$ cat config.mk
export PLATFORM = sky130hd
export DESIGN_NAME = multicycle_controller_flat
export DESIGN_NICKNAME = d
export VERILOG_FILES = /design/src/rtl/multicycle_controller_if.sv /design/src/rtl/multicycle_controller.sv /design/src/flat_wrapper.sv
export SDC_FILE = /design/constraint.sdc
export NUM_CORES = 1
export LEC_CHECK = 0
export CORE_MARGIN = 2
export CORE_UTILIZATION = 38
export DETAILED_ROUTE_END_ITERATION = 6
export PLACE_DENSITY = 0.83
export SLEW_MARGIN = 20
export SYNTH_ARGS = -nofsm -noshare
export SYNTH_HDL_FRONTEND = slang
export SYNTH_SLANG_ARGS = --single-unit
$ cat constraint.sdc
create_clock -name clk -period 2.65 [get_ports clk]
set_clock_uncertainty 0.2 [all_clocks]
set_input_delay 0.795 -clock clk [delete_from_list [all_inputs] [get_ports clk]]
set_output_delay 0.795 -clock clk [all_outputs]
set_load 0.01 [all_outputs]
$ cat src/rtl/multicycle_controller_if.sv
// Control bundle between the multicycle controller and the RV32I datapath/cache.
// Valid/ready: MemRead/MemWrite is the request (held constant); MemReady completes it in the same cycle.
interface multicycle_controller_if #(
    parameter int STATE_W = 4
);
    logic [6:0]         op;
    logic [2:0]         funct3;
    logic               funct7b5;
    logic               Zero;
    logic               MemReady;
    logic               MemRead;
    logic               MemWrite;
    logic               AdrSrc;
    logic               IRWrite;
    logic               PCWrite;
    logic               RegWrite;
    logic [1:0]         ImmSrc;
    logic [1:0]         ALUSrcA;
    logic [1:0]         ALUSrcB;
    logic [2:0]         ALUControl;
    logic [1:0]         ResultSrc;
    logic               IllegalOp;
    logic [STATE_W-1:0] Dbg_State;

    modport master (
        input  op, funct3, funct7b5, Zero, MemReady,
        output MemRead, MemWrite, AdrSrc, IRWrite, PCWrite, RegWrite,
               ImmSrc, ALUSrcA, ALUSrcB, ALUControl, ResultSrc, IllegalOp, Dbg_State
    );

    modport slave (
        output op, funct3, funct7b5, Zero, MemReady,
        input  MemRead, MemWrite, AdrSrc, IRWrite, PCWrite, RegWrite,
               ImmSrc, ALUSrcA, ALUSrcB, ALUControl, ResultSrc, IllegalOp, Dbg_State
    );
endinterface

$ cat src/rtl/multicycle_controller.sv
// Multicycle RV32I control FSM: fetch/decode/execute/memory/writeback over a shared ALU,
// stalling on the cache MemReady handshake. The state register is the only flop.
module multicycle_controller #(
    parameter int STATE_W = 4
) (
    input  logic                   clk,
    input  logic                   reset,
    multicycle_controller_if.master bus
);
    typedef enum logic [STATE_W-1:0] {
        S_FETCH, S_DECODE, S_MEMADR, S_MEMREAD, S_MEMWB, S_MEMWRITE,
        S_EXECR, S_EXECI, S_ALUWB, S_JAL, S_BEQ
    } state_t;

    state_t     r_state;
    state_t     w_next;
    logic       w_memread;
    logic       w_memwrite;
    logic       w_adrsrc;
    logic       w_irwrite;
    logic       w_pcwrite;
    logic       w_regwrite;
    logic       w_illegal;
    logic [1:0] w_alusrca;
    logic [1:0] w_alusrcb;
    logic [1:0] w_aluop;
    logic [1:0] w_resultsrc;
    logic [2:0] w_alucontrol;
    logic [1:0] w_immsrc;

    always_ff @(posedge clk or posedge reset) begin
        if (reset) r_state <= S_FETCH;
        else       r_state <= w_next;
    end

    always_comb begin
        w_next      = r_state;
        w_memread   = 1'b0;
        w_memwrite  = 1'b0;
        w_adrsrc    = 1'b0;
        w_irwrite   = 1'b0;
        w_pcwrite   = 1'b0;
        w_regwrite  = 1'b0;
        w_illegal   = 1'b0;
        w_alusrca   = 2'b00;
        w_alusrcb   = 2'b00;
        w_aluop     = 2'b00;
        w_resultsrc = 2'b00;
        case (r_state)
            S_FETCH: begin
                w_memread   = 1'b1;
                w_alusrcb   = 2'b10;
                w_resultsrc = 2'b10;
                w_irwrite   = bus.MemReady;
                w_pcwrite   = bus.MemReady;
                if (bus.MemReady) w_next = S_DECODE;
            end
            S_DECODE: begin
                // Branch target OldPC+imm is parked in ALUOut for BEQ.
                w_alusrca = 2'b01;
                w_alusrcb = 2'b01;
                case (bus.op)
                    7'b0000011, 7'b0100011: w_next = S_MEMADR;
                    7'b0110011:             w_next = S_EXECR;
                    7'b0010011:             w_next = S_EXECI;
                    7'b1101111:             w_next = S_JAL;
                    7'b1100011:             w_next = S_BEQ;
                    default: begin
                        w_illegal = 1'b1;
                        w_next    = S_FETCH;
                    end
                endcase
            end
            S_MEMADR: begin
                w_alusrca = 2'b10;
                w_alusrcb = 2'b01;
                w_next    = bus.op[5] ? S_MEMWRITE : S_MEMREAD;
            end
            S_MEMREAD: begin
                w_memread = 1'b1;
                w_adrsrc  = 1'b1;
                if (bus.MemReady) w_next = S_MEMWB;
            end
            S_MEMWB: begin
                w_resultsrc = 2'b01;
                w_regwrite  = 1'b1;
                w_next      = S_FETCH;
            end
            S_MEMWRITE: begin
                w_memwrite = 1'b1;
                w_adrsrc   = 1'b1;
                if (bus.MemReady) w_next = S_FETCH;
            end
            S_EXECR: begin
                w_alusrca = 2'b10;
                w_aluop   = 2'b10;
                w_next    = S_ALUWB;
            end
            S_EXECI: begin
                w_alusrca = 2'b10;
                w_alusrcb = 2'b01;
                w_aluop   = 2'b10;
                w_next    = S_ALUWB;
            end
            S_ALUWB: begin
                w_regwrite = 1'b1;
                w_next     = S_FETCH;
            end
            S_JAL: begin
                // PC takes the jump target from ALUOut; ALU forms OldPC+4 for rd.
                w_alusrca = 2'b01;
                w_alusrcb = 2'b10;
                w_pcwrite = 1'b1;
                w_next    = S_ALUWB;
            end
            S_BEQ: begin
                w_alusrca = 2'b10;
                w_aluop   = 2'b01;
                w_pcwrite = bus.Zero ^ bus.funct3[0];
                w_next    = S_FETCH;
            end
            default: w_next = S_FETCH;
        endcase
    end

    always_comb begin
        w_alucontrol = 3'b000;
        case (w_aluop)
            2'b01: w_alucontrol = 3'b001;
            2'b10: begin
                case (bus.funct3)
                    3'b000:  w_alucontrol = (bus.op[5] & bus.funct7b5) ? 3'b001 : 3'b000;
                    3'b010:  w_alucontrol = 3'b101;
                    3'b110:  w_alucontrol = 3'b011;
                    3'b111:  w_alucontrol = 3'b010;
                    default: w_alucontrol = 3'b000;
                endcase
            end
            default: w_alucontrol = 3'b000;
        endcase
    end

    always_comb begin
        w_immsrc = 2'b00;
        case (bus.op)
            7'b0100011: w_immsrc = 2'b01;
            7'b1100011: w_immsrc = 2'b10;
            7'b1101111: w_immsrc = 2'b11;
            default:    w_immsrc = 2'b00;
        endcase
    end

    // Enables and requests drop combinationally with reset, even mid-transfer.
    assign bus.MemRead    = w_memread  & ~reset;
    assign bus.MemWrite   = w_memwrite & ~reset;
    assign bus.IRWrite    = w_irwrite  & ~reset;
    assign bus.PCWrite    = w_pcwrite  & ~reset;
    assign bus.RegWrite   = w_regwrite & ~reset;
    assign bus.IllegalOp  = w_illegal  & ~reset;
    assign bus.AdrSrc     = w_adrsrc;
    assign bus.ImmSrc     = w_immsrc;
    assign bus.ALUSrcA    = w_alusrca;
    assign bus.ALUSrcB    = w_alusrcb;
    assign bus.ALUControl = w_alucontrol;
    assign bus.ResultSrc  = w_resultsrc;
    assign bus.Dbg_State  = r_state;
endmodule

$ cat src/flat_wrapper.sv
// flat-port wrapper written by rule: the top's interface ports become plain ports
module multicycle_controller_flat 
#(
    parameter int STATE_W = 4
)
  (clk, reset, bus_op, bus_funct3, bus_funct7b5, bus_Zero, bus_MemReady, bus_MemRead, bus_MemWrite, bus_AdrSrc, bus_IRWrite, bus_PCWrite, bus_RegWrite, bus_ImmSrc, bus_ALUSrcA, bus_ALUSrcB, bus_ALUControl, bus_ResultSrc, bus_IllegalOp, bus_Dbg_State);
  multicycle_controller_if #(.STATE_W(STATE_W)) bus_i ();
  input  logic clk;
  input  logic reset;
  input wire logic [$bits(bus_i.op)-1:0] bus_op;
  input wire logic [$bits(bus_i.funct3)-1:0] bus_funct3;
  input wire logic [$bits(bus_i.funct7b5)-1:0] bus_funct7b5;
  input wire logic [$bits(bus_i.Zero)-1:0] bus_Zero;
  input wire logic [$bits(bus_i.MemReady)-1:0] bus_MemReady;
  output wire logic [$bits(bus_i.MemRead)-1:0] bus_MemRead;
  output wire logic [$bits(bus_i.MemWrite)-1:0] bus_MemWrite;
  output wire logic [$bits(bus_i.AdrSrc)-1:0] bus_AdrSrc;
  output wire logic [$bits(bus_i.IRWrite)-1:0] bus_IRWrite;
  output wire logic [$bits(bus_i.PCWrite)-1:0] bus_PCWrite;
  output wire logic [$bits(bus_i.RegWrite)-1:0] bus_RegWrite;
  output wire logic [$bits(bus_i.ImmSrc)-1:0] bus_ImmSrc;
  output wire logic [$bits(bus_i.ALUSrcA)-1:0] bus_ALUSrcA;
  output wire logic [$bits(bus_i.ALUSrcB)-1:0] bus_ALUSrcB;
  output wire logic [$bits(bus_i.ALUControl)-1:0] bus_ALUControl;
  output wire logic [$bits(bus_i.ResultSrc)-1:0] bus_ResultSrc;
  output wire logic [$bits(bus_i.IllegalOp)-1:0] bus_IllegalOp;
  output wire logic [$bits(bus_i.Dbg_State)-1:0] bus_Dbg_State;
  assign bus_i.op = bus_op;
  assign bus_i.funct3 = bus_funct3;
  assign bus_i.funct7b5 = bus_funct7b5;
  assign bus_i.Zero = bus_Zero;
  assign bus_i.MemReady = bus_MemReady;
  assign bus_MemRead = bus_i.MemRead;
  assign bus_MemWrite = bus_i.MemWrite;
  assign bus_AdrSrc = bus_i.AdrSrc;
  assign bus_IRWrite = bus_i.IRWrite;
  assign bus_PCWrite = bus_i.PCWrite;
  assign bus_RegWrite = bus_i.RegWrite;
  assign bus_ImmSrc = bus_i.ImmSrc;
  assign bus_ALUSrcA = bus_i.ALUSrcA;
  assign bus_ALUSrcB = bus_i.ALUSrcB;
  assign bus_ALUControl = bus_i.ALUControl;
  assign bus_ResultSrc = bus_i.ResultSrc;
  assign bus_IllegalOp = bus_i.IllegalOp;
  assign bus_Dbg_State = bus_i.Dbg_State;
  multicycle_controller #(.STATE_W(STATE_W)) u_core (.clk(clk), .reset(reset), .bus(bus_i));
endmodule
==> impl_results.md, run 1 <==
- Mux contribution to synthesized area: 0%
- Met1 wire length: 908 um
- Die Y: 45.6 um
- Flop pwr share: 20.8%
- Clock tree buffer depth: 2
- Non-filler cells, final: 160
- Met3 WL: 149 um
- Rows: 15
- CP Capture Type: output port
- Mapped cell area: 658 um^2
- Port bufs: 36
- Psw: 0.000115 W
- Post-synth EDFFs: 0
- H-tree levels: 1
- Synth Flop Type: dfrtp_1
- DR WL/cell: 16.0 um
- Core area: 1670 um^2
- Fin Hold WS: 0.493 ns
- Nets@finish: 162
- Worst hold path endpoint: u_core.bus.Dbg_State[2]
- Max reg flops: 4
- FF+latch count, synth: 4
- Area Growth Syn to Fin: 90.5%
- Starting density of the core: 39.4%
- Top sig layer: met4
- Violated checks: negative setup slack
- Sequential area share after synthesis: 15.2%
- Hold_sp: u_core.bus.Dbg_State[3]
- Worst Path Class, Setup: input port to output port
- Inserted Diodes: 0
- RSZ-0062 raised after global routing: yes
- Type of the most critical hold path: flop to flop
- WL met2: 1.45 mm
- Max Fclk: 0.358 GHz
- WHS Path Cells: 2
- Die ar.: 2080 um^2
- Slowest stage delay, CP: 0.51 ns
- Most frequent cell after synthesis: nor2_1
- Die width: 45.6 um
- Crit-path cells: clkdlybuf4s50_1 > nand2_1 > nor2_2 > nor3_2 > nor2_1 > buf_2
- Finished Core Util: 75.1%
- Most instantiated cells after synthesis: nor2_1, a21oi_1, nand2_1, nand2b_1
- Reg2Reg Launch Point: u_core.bus.Dbg_State[0]
- GRT Total Usage: 23.3%
- Synthesized-area fraction occupied by xor and xnor cells: 7.79%
- Antenna violations before repair: 0
- Gate power share: 53.6%
- CTS buffer count: 3
- Synthesized instance count: 84
- Switching share of power: 36.4%
- FFs w/ async S/R, synth: 100%
- Layout cells sized above 1: 55.2%
- Max cap viols: 0
- GR Overflow Total: 0
- Worst relative slew slack: 83.3%
- Clk network pwr share: 25.6%
- Worst slew pin tran: 0.248 ns
- Pre-antenna DRT Iters: 4
- R2R cell count: 5
- Clk sinks: 4
- Leakage Power: 0.586 nW
- DR iter-0 viols: 9
- CP max FO: 2
- Fin crit period: 2.80 ns
- Worst-skew pair later-pin latency: 0.24 ns
- Mean Syn Cell Area: 7.83 um^2
- Internal power: 0.000201 W
- Max Slew Vio Count: 0
- Antenna Nets Post-Route: 0
- Worst Setup Start Kind: input port
- Critical path arrival: 1.80 ns
- Placed Area: 1140 um^2
- WL final: 2.57 mm
- # DRC: 0
- Crit path max-delay cell type: clkdlybuf4s50_1
- Root Buffer: clkbuf_4
- Unique masters post-synth: 35
- YS warnings: 0
- Crit share post-route: 106%
- FF-to-FF End: u_core.bus.Dbg_State[2]
- I/O Pins: 37
- Main combinational cell family by area after synthesis: simple AND/OR/NAND/NOR gates
- Post-place setup slack: -0.811 ns
- Worst VDD drop: 0.238 mV
- Via/cell ratio: 5.48
- DP HPWL: 1.57 mm
- Largest net degree at the start of global routing: 16
- Vias in the first global route: 801
- Dpl cells: 149
- Vias post-DR: 876
- CTS tree: done
- FF-to-FF setup slack: 1.07 ns
- Worst setup margin: -0.146 ns
- Leading post-synthesis cells by cell area: dfrtp_1, nand2b_1, nor2_1, a21oi_1, nor3b_1
- First-pass GRT wire length: 3.45 mm
- Synth Area in Compound Gates: 18.4%
- CP required: 1.66 ns
- Final hold violation count: 0
- RD Place Congestion: 0.928
- Clock Pin Slew Worst Setup and Hold Paths: 0.04 ns
- Cell area power density: 253 nW/um^2
- Outcome: finished with violations
- Post-synth net total: 101
- Design area: 1250 um^2
- Synth Area in Adders: 3.80%
- Largest area contributor in the netlist: dfrtp_1
- Post-Synth Simple-Gate Area: 47.0%
- Setup violations, final: 3
- Top cell type's share of synthesized area: 15.2%
-- cell usage in the layout, fill, tap and decap left out, drive strengths merged, types with 2 or more instances in the layout --
master          n
or3             2
a211oi          2
a21o            2
o21ai           4
clkbuf          8
nand2b          6
clkdlybuf4s15   3
dlygate4sd2     8
inv             4
a21oi           6
nor4            4
and3            3
and2b           2
xnor2           3
nor3b           6
ha              2
buf            40
clkdlybuf4s50   5
xor2            2
nor2           10
nor3            2
nand2           6
nand3           2
dfrtp           4
-- power groups by stage --
stage	combinational (W)	clock, W	sequential [W]
after floorplan	0.0000708	0	0.0000706
after global placement	0.000163	0	0.0000661
after detailed placement	0.000168	0	0.0000663
after CTS	0.000157	0.0000798	0.0000658
after global routing	0.000182	0.0000855	0.0000661
final	0.000170	0.0000810	0.0000659
-- cell type report --
type                       count  area, um^2
multi-input combinational     71         634
timing repair buffer          61         460
fill                         131         417
sequential                     4         100
clock buffer                   3        22.5
tap                           17        21.3
inverter                       4        15.0
-- worst max-delay path by stage --
stage,from,slack [ns],endpoint,cells after the start
after floorplan,u_core.bus.Dbg_State[0],0.07,bus_ALUControl[2],5
after global placement,bus_funct3[0],-0.77,bus_PCWrite,6
after detailed placement,bus_funct3[0],-0.81,bus_PCWrite,6
after CTS,u_core.bus.Dbg_State[2],-0.08,bus_ALUControl[0],7
after global routing,u_core.bus.Dbg_State[1],-0.21,bus_ALUControl[0],9
final,bus_funct3[1],-0.15,bus_ALUControl[0],6
-- metrics by stage --
stage	setup TNS [ns]	power (W)
2_1_floorplan	0	0.000141
3_3_place_gp	-6.47	0.000229
3_5_place_dp	-6.77	0.000234
4_1_cts	-0.113	0.000303
5_1_grt	-0.497	0.000333
6_report	-0.204	0.000317
-- per-layer routing --
metal | GRT usage [%] | vias up
met5 | 0 | -
met4 | 11.2 | 0
met3 | 5.56 | 7
met2 | 39.2 | 38
met1 | 27.5 | 413
li1 | - | 418
-- cells by family after synthesis --
group | Yosys count
adder cells (fa/ha/maj) | 2
XOR/XNOR | 5
AND/OR/NAND/NOR | 47
buffers and inverters | 9
flip-flops | 4
AO/OA/AOI/OAI | 17
-- critical path: cells and delay by family --
family,cells,cell delay (ns)
buf+inv,2,0.64
simple gates,4,0.36
-- timing repair --
action / in CTS / in global routing
pin swaps: 11 / 7
setup endpoints to repair: 18 / 11
buffers inserted: 3 / 5
hold buffers: 0 / 0
gates resized for setup: 92 / 28
No activity file was read; power rests on OpenSTA's default activity.
==> inputs of run 2 (changes only) <==
Settings changed: CORE_UTILIZATION 38 to 25, PLACE_DENSITY 0.83 to 0.59.
==> impl_results.md, run 2 (same netlist as run 1, synthesis figures left out) <==
- Outcome: finished with violations (unchanged)
- Violated checks: negative setup slack (unchanged)
- Worst relative slew slack: 83.2% (was 83.3%)
- CP delay by family, top: simple AND/OR/NAND/NOR gates (was buffers and inverters)
- Crit-path cells: nand2_1 > or3_4 > ha_4 > nand2_4 > nor2_4 > nor3_2 > nor2_1 > buf_2 (was clkdlybuf4s50_1 > nand2_1 > nor2_2 > nor3_2 > nor2_1 > buf_2)
- Worst slew pin tran: 0.251 ns (was 0.248 ns)
- Root Buffer: clkbuf_4 (unchanged)
- I/O Pins: 37 (unchanged)
- Max cap viols: 0 (unchanged)
- Total Power: 0.000295 W (was 0.000317 W)
- H-tree levels: 1 (unchanged)
- Vias post-DR: 839 (was 876)
- Antenna violations before repair: 0 (unchanged)
- Worst VDD drop: 0.145 mV (was 0.238 mV)
- Switching share of power: 33.7% (was 36.4%)
- Vias in the first global route: 816 (was 801)
- Post-cts hold buffer count: 0 (unchanged)
- RD Place Congestion: 0.795 (was 0.928)
- Max Slew Vio Count: 0 (unchanged)
- CP Capture Type: output port (unchanged)
- # DRC: 0 (unchanged)
- Die width: 55.3 um (was 45.6 um)
- Layout cells sized above 1: 52.4% (was 55.2%)
- GR Overflow Total: 0 (unchanged)
- WL final: 2.17 mm (was 2.57 mm)
- Starting density of the core: 26.6% (was 39.4%)
- Clock tree buffer depth: 2 (unchanged)
- CP required: 1.66 ns (about the same)
- Largest net degree at the start of global routing: 16 (unchanged)
- Clock Pin Slew Worst Setup and Hold Paths: 0.04 ns (about the same)
- Worst Setup Start Kind: flop (was input port)
- Clk sinks: 4 (unchanged)
- Rows: 18 (was 15)
- Fin crit period: 2.72 ns (was 2.80 ns)
- RSZ-0062 raised after global routing: yes (unchanged)
- WL met2: 1.11 mm (was 1.45 mm)
- DR iter-0 viols: 10 (was 9)
- Core area: 2480 um^2 (was 1670 um^2)
- CTS tree: done (unchanged)
- Most frequent cells in the layout: buf_4, buf_2, dlygate4sd2_1 (unchanged)
- Clk network pwr share: 24.8% (was 25.6%)
- Via/cell ratio: 4.79 (was 5.48)
- Area Growth Syn to Fin: 89.7% (was 90.5%)
- Fin Hold WS: 0.495 ns (was 0.493 ns)
- DP HPWL: 1.68 mm (was 1.57 mm)
- Critical path arrival: 1.72 ns (was 1.80 ns)
- Final TNS setup: -0.109 ns (was -0.204 ns)
- Nets@finish: 164 (was 162)
- Flop pwr share: 22.4% (was 20.8%)
- Crit path max-delay cell type: or3_4 (was clkdlybuf4s50_1)
- Type of the most critical hold path: flop to flop (unchanged)
- CP max FO: 4 (was 2)
- Top sig layer: met3 (was met4)
- Max Fclk: 0.368 GHz (was 0.358 GHz)
- Die Y: 55.3 um (was 45.6 um)
- Worst Path Class, Setup: flop to output port (was input port to output port)
- Gate power share: 52.8% (was 53.6%)
- Antenna Nets Post-Route: 0 (unchanged)
- Pre-antenna DRT Iters: 6 (was 4)
- CTS buffer count: 3 (unchanged)
- Worst-skew pair later-pin latency: 0.23 ns (was 0.24 ns)
- Slowest stage delay, CP: 0.40 ns (was 0.51 ns)
- Cell area power density: 237 nW/um^2 (was 253 nW/um^2)
- Psw: 0.0000994 W (was 0.000115 W)
- Leakage Power: 0.580 nW (was 0.586 nW)
- Die ar.: 3060 um^2 (was 2080 um^2)
- Met1 wire length: 913 um (was 908 um)
- Commonest non-fill, non-tap cell in the layout: buf_4 (unchanged)
- GRT Total Usage: 14.8% (was 23.3%)
- Met3 WL: 148 um (was 149 um)
- Internal power: 0.000196 W (was 0.000201 W)
- Inserted Diodes: 0 (unchanged)
- Worst setup margin: -0.0695 ns (was -0.146 ns)
- Max reg flops: 4 (unchanged)
- Port bufs: 36 (unchanged)
- Crit path buf inv count: 1 (was 2)
- First-pass GRT wire length: 3.60 mm (was 3.45 mm)
- DR WL/cell: 12.4 um (was 16.0 um)
- Crit share post-route: 103% (was 106%)
- Setup violations, final: 2 (was 3)
- Final hold violation count: 0 (unchanged)
run 2: cell types whose count changed in the layout (fill, tap and decap cells not counted), sizes merged:
cell / before / now
buf: 40 / 38
clkbuf: 8 / 10
clkdlybuf4s15: 3 / 4
clkdlybuf4s50: 5 / 4
dlygate4sd2: 8 / 10
run 2: path summary, 6_finish.rpt:
| path | startpoint | end | slack, ns | cells after the start |
|---|---|---|---|---|
| worst max-delay path | u_core.bus.Dbg_State[3] | bus_ALUControl[0] | -0.07 | 8 |
| worst min-delay path | u_core.bus.Dbg_State[3] | u_core.bus.Dbg_State[2] | 0.49 | 2 |
| worst max register to register | u_core.bus.Dbg_State[0] | u_core.bus.Dbg_State[0] | 1.10 | 5 |
| worst min register to register | u_core.bus.Dbg_State[3] | u_core.bus.Dbg_State[2] | 0.49 | 2 |
| max in group asynchronous | reset | u_core.bus.Dbg_State[2] | 1.61 | 3 |
| min in group asynchronous | reset | u_core.bus.Dbg_State[3] | 0.54 | 3 |
run 2: worst reg2reg max path, delay by kind of cell, from the launching register on:
kind | cells | cell delay, ns
and+or+nand+nor | 2 | 0.40
DFF | 1 | 0.37
AOI/OAI and AO/OA | 2 | 0.26
buffers and inverters | 1 | 0.20
run 2: power groups by stage:
| stage | sequential (W) | clock (W) | combinational (W) |
|---|---|---|---|
| detailed placement | 0.0000666 | 0 | 0.000169 |
| global route | 0.0000666 | 0.0000824 | 0.000171 |
| CTS | 0.0000660 | 0.0000770 | 0.000158 |
| global placement | 0.0000663 | 0 | 0.000167 |
| floorplan | 0.0000706 | 0 | 0.0000708 |
| finish | 0.0000660 | 0.0000733 | 0.000156 |
run 2: timing repair:
item / in CTS / in global routing
gates resized for setup: 89 / 17
endpoints found under the setup margin: 18 / 11
endpoints found under the hold margin: 0 / 0
pin swaps: 16 / 13
buffers inserted: 5 / 2
run 2: per-stage QoR:
step	setup WS (ns)	cells	area, um^2	utilization, %
global placement	-0.787	165	1180	47.5
global route	-0.169	175	1250	50.4
detailed placement	-0.796	165	1180	47.5
finish	-0.0695	175	1250	50.4
CTS	-0.250	173	1240	50.1
floorplan	0.0660	84	664	-
run 2: area by class of cell:
| class | count | area, um^2 |
|---|---|---|
| multi-input cells | 71 | 602 |
| well taps | 30 | 37.5 |
| clock buffers | 3 | 22.5 |
| inverters | 4 | 15.0 |
| repair buffers | 63 | 472 |
| flip-flops and latches | 4 | 100 |
| fillers | 269 | 1230 |
run 2: metal layers:
| layer | up-vias | track usage (%) |
|---|---|---|
| met4 | 0 | 4.18 |
| met1 | 382 | 18.6 |
| met3 | 0 | 3.28 |
| li1 | 428 | - |
| met2 | 29 | 25.2 |
| met5 | - | 0 |
